`src/rtl/tensor_fp_pkg.sv`:
```
// Shared definitions for the tensor floating-point add path (fp_adder and its result collector).
package tensor_fp_pkg;

    localparam int FP_STATUSW   = 5;
    localparam int FP_DATAW     = 64;
    localparam int FP_ROB_DEPTH = 8;

    typedef struct packed {
        logic [FP_STATUSW-1:0] status;
        logic [FP_DATAW-1:0]   data;
    } rob_slot_t;

endpackage

```
`src/rtl/fp_add_rob.sv`:
```
// In-order result collector behind the tensor fp_adder: stores tagged results, releases in tag order.
// Optional sticky flag accumulator: define FP_ADD_ROB_FFLAGS_EN.
module fp_add_rob
    import tensor_fp_pkg::*;
#(
    parameter int DATAW   = FP_DATAW,
    parameter int DEPTH   = FP_ROB_DEPTH,
    parameter int STATUSW = FP_STATUSW,
    localparam int TAGW   = $clog2(DEPTH)
) (
    input  logic               clk_i,
    input  logic               rst_ni,
    input  logic               alloc_valid_i,
    output logic               alloc_ready_o,
    output logic [TAGW-1:0]    alloc_tag_o,
    input  logic               res_valid_i,
    output logic               res_ready_o,
    input  logic [TAGW-1:0]    res_tag_i,
    input  logic [DATAW-1:0]   res_data_i,
    input  logic [STATUSW-1:0] res_status_i,
`ifdef FP_ADD_ROB_FFLAGS_EN
    output logic [STATUSW-1:0] fflags_o,
    input  logic               fflags_clr_i,
`endif
    output logic               out_valid_o,
    input  logic               out_ready_i,
    output logic [DATAW-1:0]   out_data_o,
    output logic [STATUSW-1:0] out_status_o,
    output logic [TAGW:0]      occupancy_o,
    output logic               bad_tag_o
);

    logic [TAGW:0]      head_q, tail_q;
    logic [DEPTH-1:0]   filled_q;
    rob_slot_t          slots_q [DEPTH];
    logic               bad_tag_q;
    logic               res_ready_q;

    logic [TAGW-1:0]    head_idx;
    logic               empty, full;
    logic               do_alloc, do_pop, do_write, write_legal;
    logic [DEPTH-1:0]   pop_mask, write_mask;

    // A tag is writable only if it lies in the allocated window [head, tail) and is still empty.
    function automatic logic tag_legal(input logic [TAGW-1:0]  tag,
                                       input logic [TAGW-1:0]  head,
                                       input logic [TAGW:0]    occ,
                                       input logic [DEPTH-1:0] filled);
        logic [TAGW-1:0] off;
        off = tag - head;
        return ({1'b0, off} < occ) && !filled[tag];
    endfunction

    assign head_idx    = head_q[TAGW-1:0];
    assign empty       = (head_q == tail_q);
    assign full        = (head_q[TAGW-1:0] == tail_q[TAGW-1:0]) && (head_q[TAGW] != tail_q[TAGW]);
    assign occupancy_o = tail_q - head_q;

    assign alloc_ready_o = !full;
    assign alloc_tag_o   = tail_q[TAGW-1:0];
    assign res_ready_o   = res_ready_q;
    assign bad_tag_o     = bad_tag_q;

    assign out_valid_o  = filled_q[head_idx] && !empty;
    assign out_data_o   = DATAW'(slots_q[head_idx].data);
    assign out_status_o = STATUSW'(slots_q[head_idx].status);

    assign write_legal = tag_legal(res_tag_i, head_idx, occupancy_o, filled_q);
    assign do_alloc    = alloc_valid_i && alloc_ready_o;
    assign do_pop      = out_valid_o && out_ready_i;
    assign do_write    = res_valid_i && res_ready_q && write_legal;

    assign pop_mask   = DEPTH'(do_pop) << head_idx;
    assign write_mask = DEPTH'(do_write) << res_tag_i;

    always_ff @(posedge clk_i or negedge rst_ni) begin
        if (!rst_ni) begin
            head_q      <= '0;
            tail_q      <= '0;
            filled_q    <= '0;
            bad_tag_q   <= 1'b0;
            res_ready_q <= 1'b0;
        end else begin
            res_ready_q <= 1'b1;
            bad_tag_q   <= res_valid_i && res_ready_q && !write_legal;
            filled_q    <= (filled_q & ~pop_mask) | write_mask;
            if (do_alloc) tail_q <= tail_q + 1'b1;
            if (do_pop)   head_q <= head_q + 1'b1;
        end
    end

    // Payload storage carries no reset; filled_q alone says whether a slot is meaningful.
    always_ff @(posedge clk_i) begin
        if (do_write) begin
            slots_q[res_tag_i].data   <= FP_DATAW'(res_data_i);
            slots_q[res_tag_i].status <= FP_STATUSW'(res_status_i);
        end
    end

`ifdef FP_ADD_ROB_FFLAGS_EN
    logic [STATUSW-1:0] fflags_q;

    // A clear and a pop in the same cycle: the popped flags survive the clear.
    always_ff @(posedge clk_i or negedge rst_ni) begin
        if (!rst_ni) begin
            fflags_q <= '0;
        end else begin
            fflags_q <= (fflags_clr_i ? '0 : fflags_q) | (do_pop ? out_status_o : '0);
        end
    end

    assign fflags_o = fflags_q;
`endif

endmodule

```
`config.mk`:
```
export PLATFORM = sky130hd
export DESIGN_NAME = fp_add_rob
export DESIGN_NICKNAME = d
export VERILOG_FILES = /design/src/rtl/tensor_fp_pkg.sv /design/src/rtl/fp_add_rob.sv
export SDC_FILE = /design/constraint.sdc
export NUM_CORES = 1
export LEC_CHECK = 0
export ABC_AREA = 0
export BUFFER_PORTS_ARGS = -buffer_cell sky130_fd_sc_hd__buf_2
export CAP_MARGIN = 40
export CORE_ASPECT_RATIO = 0.75
export CORE_MARGIN = 1
export CORE_UTILIZATION = 64
export CTS_CLUSTER_DIAMETER = 150
export DETAILED_ROUTE_END_ITERATION = 16
export GPL_TIMING_DRIVEN = 1
export PLACE_DENSITY = 0.88
export SLEW_MARGIN = 20
export SYNTH_ARGS = -nofsm -noshare
export SYNTH_HDL_FRONTEND = slang
export SYNTH_SLANG_ARGS = --single-unit
```
`constraint.sdc`:
```
create_clock -name clk_i -period 29.8 [get_ports clk_i]
set_clock_uncertainty 0.2 [all_clocks]
set_input_delay 1.49 -clock clk_i [delete_from_list [all_inputs] [get_ports clk_i]]
set_output_delay 1.49 -clock clk_i [all_outputs]
set_load 0.02 [all_outputs]
```
* Yosys cells after proc, flatten, opt, wreduce, memory -nomap -nowiden
Memory sizes are Yosys's and may differ from the RTL's.
Cells that the tools add are included.
** Word-level totals
- Bits of input ports :: 77
- Memories :: 1
- Output and inout port bits :: 80
- Register bits :: 18
- Logic and storage cells :: 39
- Bits in writable memories :: 552
** Operators by class
- Equality and inequality tests :: 3
- Bitwise logic cells :: 3
- Add/sub/neg operators :: 4
- Mux-type cells :: 6
- Shift-type cells :: 2
- Reductions and logical operators :: 12
- Order comparisons :: 3
** Memory list
- slots_q :: depth 8, bits a word 69, read ports 1, clocked after Yosys merged registers in 0, write ports 1, line fp_add_rob.sv:35 : rob_slot_t slots_q [DEPTH];
** Operators by type and width (number)
- 1-bit by 3-bit left shift with 8-bit output :: 2
- 4-bit by 1-bit adder with 4-bit output, second input constant :: 2
- 8-bit bitwise AND :: 1
- 1-bit logical AND :: 8
- 3-bit by 4-bit less-than comparator with 1-bit output, second input constant :: 2
- 8-bit inverter :: 1
- 8-bit OR :: 1
- 1-bit binary-select mux with 3-bit select :: 2
- 4-bit == test :: 1
- 1-bit logical NOT :: 4
- 3-bit by 4-bit less-than comparator with 1-bit output :: 1
- 1-bit 2-to-1 mux :: 4
- 4-bit subtractor :: 1
- 3-bit == test :: 1
- 3-bit subtractor :: 1
- 1-bit inequality test :: 1

* Longest topological paths before layout
Gate-level depths: netlist (run 1).
- Depth after elaboration :: 8
- Gate-level depth with buffers :: 12
- Gate-level depth less buffers :: 11

* Least setup slack after synthesis (run 1)
OpenSTA, ideal clock, no wires.
- Path type :: input-to-reg
- From :: input res_tag_i[0]
- To :: memory slots_q[2][0] (netlist bit) (enable)
- Stages :: 12
- Data required time :: 28.934 ns
- Path buffers :: 1
- Setup time :: 0.666 ns
- Data arrival time :: 9.964 ns
- Path slack :: 18.970 ns
- Cell sequence :: clkbuf_8 > inv_1 > ha_1 > inv_1 > fa_1 > xnor2_1 > xnor2_1 > ha_1 > o21a_1 > a2111oi_4 > a211oi_2 > nor4_1
** On the way
- Cells in the longest elaborated chain, start to end :: 7
- Elaborated cells on any way between the ends :: 9
- Classes of those cells :: add/sub: 1; order compare: 1; mux: 4; reduce/logical: 3
** Ends and longest elaborated chain
- start: declaration :: line fp_add_rob.sv:18 : input logic [TAGW-1:0] res_tag_i,
- parallel branches: the longest is 7 deep, another holds 3-bit by 4-bit less-than comparator with 1-bit output
- end: declaration :: line fp_add_rob.sv:35
Parallel ways; which one is timed is not known. The select of a mux whose other input is x is not followed.

* Final worst setup path (run 1)
- From :: register head_q[0]
- To :: output out_data_o[12]
** On the way
- Cells in the longest elaborated chain, start to end :: 1
** Ends and longest elaborated chain
- start: declaration :: line fp_add_rob.sv:33 : logic [TAGW:0] head_q, tail_q;
- start signal: assignment :: line fp_add_rob.sv:88 : if (do_pop) head_q <= head_q + 1'b1;
- memory read 8 x 69 bit
- end: declaration :: line fp_add_rob.sv:27 : output logic [DATAW-1:0] out_data_o,
No other way between the ends.

==> reports/metrics.sh, run 1 <==
DRTPASS1ITERATIONS=7
CLOCK_SINK_COUNT=570
IR_WORST_VDD_V=0.00009811
STATUS='complete, no violations'
CLKTRANSATPATHREGS_NS=0.06
COUNT_OF_FLIP_FLOPS_WITH_A_BUILT_IN_ENABLE_AFTER_SYNTHESIS=552
CLOCK_TREE_FROM_TRITONCTS='done'
YS_SEQ_AREA_SHARE_PCT=76.90
POSTSYNTHREGISTERBITS=570
GRT_REMAINING_OVERFLOW=0
TIMING.RR.START='head_q[1]'
FF2FF_PATH_DEPTH=11
PORT_BUFFERS=156
ROOT_BUFFER='sky130_fd_sc_hd__clkbuf_16'
STATIC-LEAKAGE-POWER_nW=8.580
POSTSYNTHNETCOUNT=1173
TIMING.FINAL.CRIT_PERIOD_NS=5.519
SYNTH.DISTINCT_CELLS=46
CRIT_REQUIRED_NS=28.11
TIMING.SETUP.CRITICAL_PATH_CLASS='flip-flop to primary output'
HOLD_DEPTH=1
CP_CELL_SEQUENCE='buf_4 > buf_4 > buf_16 > buf_4 > buf_16 > mux4_2 > nand2_1 > nand2_1 > buf_2'
SYNTH_FF_TYPE='sky130_fd_sc_hd__edfxtp_1'
FP.DIEAREA_SQ_UM=35350
POST_CTS_RESIZED=0
SHARE_SEQ_OF_TOTAL_POWER_PCT=40.1
POWER.SWITCHING_FRACTION_PCT=34.20
NUMBER_OF_BUFFERS_CREATED_BY_CTS=50
DETAILEDPLACEMENTHPWL_MICRONS=25760
WORST_PATH_DOMINANT_CELL_FAMILY='buffers and inverters'
POST_SYNTHESIS_CELL_AREA_SQ_UM=22140
POSTROUTEANTENNANETS=0
SYN-INSTANCE-COUNT=1086
START_UTIL_PCT=65.47
TIMING.REG2REG.SETUP_SLACK_NS=25.40
FIN_UTIL_PCT=74.30
MAX_CAP_VIOLS=0
ACHIEVABLE-FREQUENCY_GHz=0.1812
FRACTION_OF_FINAL_LAYOUT_CELLS_WITH_DRIVE_STRENGTH_GREATER_THAN_1_PCT=31.98
GRT_USE_TOTAL_PCT=28.71
TIMING_MAX_TRANSITION_VIOLATIONS_FINAL=0
PERIOD_SHARE_PCT=18.52
CHIPHEIGHT_MICRONS=163.1
POSTSYNTHAREAPERCELL_SQ_UM=20.39
POWER.INTERNAL_mW=1.634
DIE_WIDTH_MICRONS=216.8
HOLD_PATH.CLASS='flip-flop to flip-flop'
HP-START='filled_q[5]'
HOLDPATHEND='filled_q[5]'
FIRST_ITER_VIOLATIONS=1441
CRIT_SLOWEST_CELL='sky130_fd_sc_hd__mux4_2'
TIGHTESTPINTRANSITION_NS=0.8701
TOTAL_NETS_FINAL=1359
ANTENNA_FOUND_INITIAL=9
WORST-PATH-MAX-FANOUT=36
CLK_PATH_BUF_DEPTH=3
CORE_REGION_AREA_SQ_UM=33820
REMAINING_DRC_ERRORS=0
GRT_PASS1_WL_MICRONS=73100
SYN_TO_FINAL_GROWTH_PCT=13.48
POWER.DENSITY_CELL_AREA_nW_PER_UM2=98.81
CTSHTREEMAXLEVEL=2
SETUP_VIOL_COUNT_FINAL=0
DRT_WL_TOTAL_MICRONS=49590
POWER_SWITCHING_mW=0.8492
POST_ROUTE_SETUP_TNS_NS=0
TIMING.SLEW.HEADROOM_PCT=42.00
GRT_MAX_DEGREE=62
AVGVIACOUNTPERCELL=6.511
POWER.SHARE.COMBINATIONAL_PCT=35.5
CTS_SETUP_BUFFERS=0
VIA_COUNT_OF_THE_FIRST_GLOBAL_ROUTING_PASS=11880
REPORT.FINAL.HOLD_VIOL_COUNT=0
POST_CTS_HOLD_BUFFER_COUNT=0
POST_DRT_WL_PER_CELL_MICRONS=28.11
FLOORPLAN.ROWS=58
WORST-PATH-BUF-INV=6
SETUP_REPAIR_AFTER_GLOBAL_ROUTING_MISSED_ITS_MARGIN='false'
CRIT_PATH_MAX_INCR_DELAY_NS=0.57
GP_CONGESTION=0.8180
PATH_COMMON_CELL='sky130_fd_sc_hd__buf_4'
DR_TOTAL_VIAS=11490
WORST_R2R_ENDPOINT='slots_q[3][62]'
CRIT_ARRIVAL_NS=3.83
CP_STARTPOINT_KIND='flip-flop'
CLOCKPOWERSHARE_PCT=24.4
YOSYS_WARNINGS=0
ASYNC_RESET_FF_SHARE_PCT=3.158
IO_PINS=157
CRITPATHCAPTURETYPE='primary output'
CLK_LATENCY_NS=0.57
==> sequential cells by signal, indices dropped and copies added (netlist names) <==
name	count
filled_q	8
bad_tag_o	1
tail_q	4
slots_q	552
head_q	4
res_ready_o	1
==> area by class of cell <==
class	count	area, sq um
clock inverter	23	156.4
inverter	11	41.29
fill	1830	8692
clock buffer	64	1325
timing repair buffer	187	1166
tap	450	563.0
sequential	570	17040
antenna	7	17.52
multi-input combinational	452	4821
==> layout by cell type (no fill, tap or decap), types with 4 or more instances in the layout <==
cell and instances:
sky130_fd_sc_hd__inv_1 10, sky130_fd_sc_hd__nor3_2 6, sky130_fd_sc_hd__clkbuf_16 51, sky130_fd_sc_hd__buf_4 22, sky130_fd_sc_hd__diode_2 7, sky130_fd_sc_hd__ha_1 8
sky130_fd_sc_hd__nand2_1 213, sky130_fd_sc_hd__clkbuf_1 13, sky130_fd_sc_hd__clkinv_2 10, sky130_fd_sc_hd__dfrtp_1 15, sky130_fd_sc_hd__buf_16 7, sky130_fd_sc_hd__buf_2 156
sky130_fd_sc_hd__mux2_2 5, sky130_fd_sc_hd__clkinv_1 10, sky130_fd_sc_hd__nand3_1 6, sky130_fd_sc_hd__edfxtp_1 552, sky130_fd_sc_hd__o41ai_1 4, sky130_fd_sc_hd__nor2_1 7
sky130_fd_sc_hd__xnor2_1 7, sky130_fd_sc_hd__o31ai_1 12, sky130_fd_sc_hd__mux4_2 140
==> cell usage after synthesis (all sizes together), types with 2 or more instances <==
cell / number / area, sq um
xnor2: 7 / 61.31
nor3: 8 / 45.04
nand2: 213 / 799.5
clkbuf: 20 / 95.09
a21oi: 3 / 15.01
o21ai: 3 / 15.01
fa: 2 / 40.04
a211oi: 2 / 25.02
o41ai: 4 / 35.03
dfrtp: 18 / 450.4
nor2: 8 / 30.03
nand3: 6 / 30.03
edfxtp: 552 / 16580
nand3b: 2 / 15.01
buf: 33 / 202.7
nand2b: 3 / 18.77
xor2: 4 / 42.55
mux2: 5 / 56.30
nor4: 5 / 31.28
o31ai: 12 / 90.09
inv: 11 / 41.29
mux4: 140 / 3153
a2111oi: 2 / 55.05
ha: 8 / 100.1
==> how the worst max path moves through the flow <==
stage                     depth (start not counted)  slack (ns)    startpoint             end
after detailed placement                         13       24.52  res_tag_i[0]  slots_q[3][46]
after CTS                                         8       23.96     head_q[0]  out_data_o[12]
after floorplan                                  12       18.97  res_tag_i[0]   slots_q[2][0]
after global routing                              9       24.01     head_q[0]  out_data_o[12]
after global placement                            7       24.01     head_q[0]  out_data_o[12]
final                                             9       24.28     head_q[0]  out_data_o[12]
==> stage by stage <==
stage | total power [mW] | hold WS, ns | std cells | worst slack [ns] | cell area, sq um
4_1_cts | 2.484 | 0.3591 | 1753 | 23.96 | 25050
5_1_grt | 2.581 | 0.3832 | 1763 | 24.01 | 25120
6_report | 2.483 | 0.3550 | 1764 | 24.28 | 25130
3_5_place_dp | 1.865 | 0.3498 | 1666 | 24.52 | 23560
2_1_floorplan | 1.617 | 0.2807 | 1086 | 18.97 | 22140
3_3_place_gp | 1.824 | 0.3242 | 1660 | 24.01 | 23400
==> layer usage <==
layer  up-vias  track usage [%]  part of all wire, %
li1       4718                -                    -
met1      5979            39.01                   38
met2       682            46.28                   51
met3       102            6.406                  8.9
met4         4            11.40                  2.8
met5         -                0                0.065
==> power groups by stage <==
stage	sequential (mW)	clock [mW]	combinational (mW)
floorplan	0.997	0	0.620
global placement	1.00	0	0.821
detailed placement	1.01	0	0.857
CTS	0.996	0.609	0.879
global route	1.00	0.640	0.941
finish	0.997	0.606	0.881
==> cell families (layout without fill, tap and decap cells) <==
group	count (synthesis)	in the layout	share of synthesized area, %
flops	570	570	76.90
mux	146	146	14.54
buf+inv	64	285	1.531
xor+xnor	11	11	0.4691
simple gates	252	252	4.628
compound gates	32	32	1.283
other cells	1	8	0.01694
fa+ha+maj	10	10	0.6329
No activity file was read; power rests on OpenSTA's default activity.
==> run 2, diff against run 1 <==
--- a/config.mk
+++ b/config.mk
@@ -10,11 +10,11 @@
 export CAP_MARGIN = 40
 export CORE_ASPECT_RATIO = 0.75
 export CORE_MARGIN = 1
-export CORE_UTILIZATION = 64
+export CORE_UTILIZATION = 60
 export CTS_CLUSTER_DIAMETER = 150
 export DETAILED_ROUTE_END_ITERATION = 16
 export GPL_TIMING_DRIVEN = 1
-export PLACE_DENSITY = 0.88
+export PLACE_DENSITY = 0.83
 export SLEW_MARGIN = 20
 export SYNTH_ARGS = -nofsm -noshare
 export SYNTH_HDL_FRONTEND = slang
==> constraint.sdc (replaced) <==
create_clock -name clk_i -period 5.3 [get_ports clk_i]
set_clock_uncertainty 0.2 [all_clocks]
set_input_delay 0.265 -clock clk_i [delete_from_list [all_inputs] [get_ports clk_i]]
set_output_delay 0.265 -clock clk_i [all_outputs]
set_load 0.02 [all_outputs]
==> reports/metrics.sh, run 2 (same netlist as run 1, synthesis figures left out) <==
STATUS='complete, no violations'
TIMING_MAX_TRANSITION_VIOLATIONS_FINAL=0  # unchanged
TOP_REGS='slots_q: 552 flops, filled_q: 8 flops'
GRT_USE_TOTAL_PCT=24.73  # -4.0 points
CHIPHEIGHT_MICRONS=168.4  # +3.2%
CP_STARTPOINT_KIND='flip-flop'
FILL_CELLS=2056  # +12%
FINAL_CELL_MIX='sky130_fd_sc_hd__edfxtp_1 (552), sky130_fd_sc_hd__nand2_1 (213), sky130_fd_sc_hd__buf_2 (156), sky130_fd_sc_hd__mux4_2 (140), sky130_fd_sc_hd__dlygate4sd3_1 (77)'
FIRST_ITER_VIOLATIONS=1024  # -29%
FF_LATCH_AREA_SQ_UM=17040  # unchanged
IR_WORST_VDD_V=0.0005208  # +430%
CLOCK_TREE_FROM_TRITONCTS='done'
HP-START='res_valid_i'
POWER.DENSITY_CELL_AREA_nW_PER_UM2=542.8  # +450%
TIMING.SLEW.HEADROOM_PCT=44.85  # +2.9 points
POST_DRT_WL_PER_CELL_MICRONS=23.97  # -15%
MAX_CAP_VIOLS=0  # unchanged
CLK_PATH_BUF_DEPTH=3  # unchanged
DIE_WIDTH_MICRONS=223.8  # +3.2%
HOLDPATHEND='bad_tag_o'
IO_PINS=157  # unchanged
CRIT_REQUIRED_NS=4.84  # -23.27 ns
ROOT_BUFFER='sky130_fd_sc_hd__clkbuf_16'
GRT_PASS1_WL_MICRONS=68830  # -5.8%
REMAINING_DRC_ERRORS=0  # unchanged
POSTROUTEANTENNANETS=0  # unchanged
MOSTFREQUENTLAYOUTCELL='sky130_fd_sc_hd__edfxtp_1'
GRT_MAX_DEGREE=128  # +110%
PERIOD_SHARE_PCT=81.00
POST_CTS_RESIZED=0  # unchanged
TIMING.RR.START='head_q[0]'
WORST_R2R_ENDPOINT='slots_q[4][38]'
CTS_SETUP_BUFFERS=0  # unchanged
GP_CONGESTION=0.8212  # +0.39%
CLOCK_SINK_COUNT=570  # unchanged
HOLD_PATH.CLASS='primary input to flip-flop'
DRTPASS1ITERATIONS=5  # -2
SETUP_VIOL_COUNT_FINAL=0  # unchanged
FLOORPLAN.ROWS=60  # +3.4%
DRT_WL_TOTAL_MICRONS=45150  # -8.9%
FRACTION_OF_FINAL_LAYOUT_CELLS_WITH_DRIVE_STRENGTH_GREATER_THAN_1_PCT=31.07  # -0.91 points
TIMING.FINAL.CRIT_PERIOD_NS=4.293
CRIT_ARRIVAL_NS=3.83  # about the same
SYN_TO_FINAL_GROWTH_PCT=18.08
TOTAL_NETS_FINAL=1432  # +5.4%
AVGVIACOUNTPERCELL=5.989  # -8.0%
WORST-PATH-MAX-FANOUT=56  # +56%
VIA_COUNT_OF_THE_FIRST_GLOBAL_ROUTING_PASS=11610  # -2.2%
HOLD_DEPTH=3  # +2
STATIC-LEAKAGE-POWER_nW=9.000  # +4.9%
TIMING.SETUP.CRITICAL_PATH_CLASS='flip-flop to primary output'
CLK_LATENCY_NS=0.58  # about the same
FP.DIEAREA_SQ_UM=37680  # +6.6%
CLKTRANSATPATHREGS_NS=0.07  # about the same
REGMOSTFLOPS='slots_q'
ANTENNA_FOUND_INITIAL=1  # -8
ACHIEVABLE-FREQUENCY_GHz=0.2329
PORT_BUFFERS=156  # unchanged
MULTIINPUTGATEAREA_SQ_UM=4880  # +1.2%
CTSHTREEMAXLEVEL=2  # unchanged
NUMBER_OF_BUFFERS_CREATED_BY_CTS=51  # +2.0%
START_UTIL_PCT=61.32  # -4.2 points
FF2FF_PATH_DEPTH=12  # +1
HOLD-WORST-SLACK_NS=0.04717  # -0.3078 ns
PLACE_INST=1707  # +2.5%
POST_CTS_HOLD_BUFFER_COUNT=77  # +77
TIGHTESTPINTRANSITION_NS=0.8272  # -0.04284 ns
CORE_REGION_AREA_SQ_UM=36110  # +6.8%
SETUP_REPAIR_AFTER_GLOBAL_ROUTING_MISSED_ITS_MARGIN='false'
TIMING.REG2REG.SETUP_SLACK_NS=1.09  # -24.31 ns
LARGEST_REGISTER_FFS=552  # unchanged
DR_TOTAL_VIAS=11280  # -1.8%
FINAL_CELLS=1884  # +6.8%
DETAILEDPLACEMENTHPWL_MICRONS=23620  # -8.3%
REPORT.FINAL.HOLD_VIOL_COUNT=0  # unchanged
GRT_REMAINING_OVERFLOW=0  # unchanged
CRITPATHCAPTURETYPE='primary output'
-- run 2: changes by cell type in the layout (fill, tap and decap cells not counted), moves of 6 or more --
cell                            delta
sky130_fd_sc_hd__clkinv_2          +6
sky130_fd_sc_hd__dlygate4sd3_1    +77
sky130_fd_sc_hd__clkbuf_1         -10
sky130_fd_sc_hd__buf_4             -6
sky130_fd_sc_hd__diode_2           -6
-- run 2: cell type report --
cell class	count	area share, %
inverters	11	0.1675
well taps	496	2.374
repair buffers	259	7.178
clock inverters	41	1.527
clock buffers	54	4.924
flip-flops and latches	570	65.16
multi-input cells	452	18.66
diodes	1	0.009571
-- run 2: how the worst max path moves through the flow --
stage / cells after the start / to / start
2_1_floorplan: 10 / slots_q[6][0] / head_q[1]
3_3_place_gp: 11 / slots_q[4][47] / head_q[0]
3_5_place_dp: 11 / slots_q[4][43] / head_q[0]
4_1_cts: 7 / out_valid_o / head_q[1]
5_1_grt: 8 / out_valid_o / head_q[1]
6_report: 8 / out_valid_o / head_q[1]
-- run 2: metal layers --
layer  vias up  track usage, %  share of wire, %
met5         -               0                 0
met4         0           6.820               2.1
met3        81           4.660               6.7
met2       466           40.67                50
met1      5872           34.62                41
li1       4864               -                 -
-- run 2: metrics by stage --
stage | cell area, sq um | total power [mW] | utilization (%) | setup WS (ns) | TNS, ns
2_1_floorplan | 22240 | 9.117 | - | -0.5483 | -155.36
5_1_grt | 26140 | 14.81 | 72.40 | 0.8513 | 0
6_report | 26150 | 14.19 | 72.40 | 1.007 | 0
3_3_place_gp | 23550 | 10.31 | 65.23 | 1.255 | 0
4_1_cts | 26090 | 14.24 | 72.24 | 0.9382 | 0
3_5_place_dp | 23630 | 10.47 | 65.43 | 1.145 | 0
-- run 2: report_power, final --
part           internal (mW)  total, mW  leakage [nW]  switching [mW]
Clock                   2.11       3.72         0.844            1.61
Sequential              5.36       5.61          5.19           0.251
Combinational           1.98       4.86          2.97            2.88
-- run 2: worst max-delay path, stage by stage (launching register included) --
cell and delay (ns):
sky130_fd_sc_hd__dfrtp_4 0.66, sky130_fd_sc_hd__buf_4 0.37, sky130_fd_sc_hd__buf_16 0.30, sky130_fd_sc_hd__buf_4 0.72, sky130_fd_sc_hd__nor2_1 0.13, sky130_fd_sc_hd__o2bb2ai_1 0.20
sky130_fd_sc_hd__clkbuf_4 0.22, sky130_fd_sc_hd__nor3_1 0.33, sky130_fd_sc_hd__buf_2 0.23
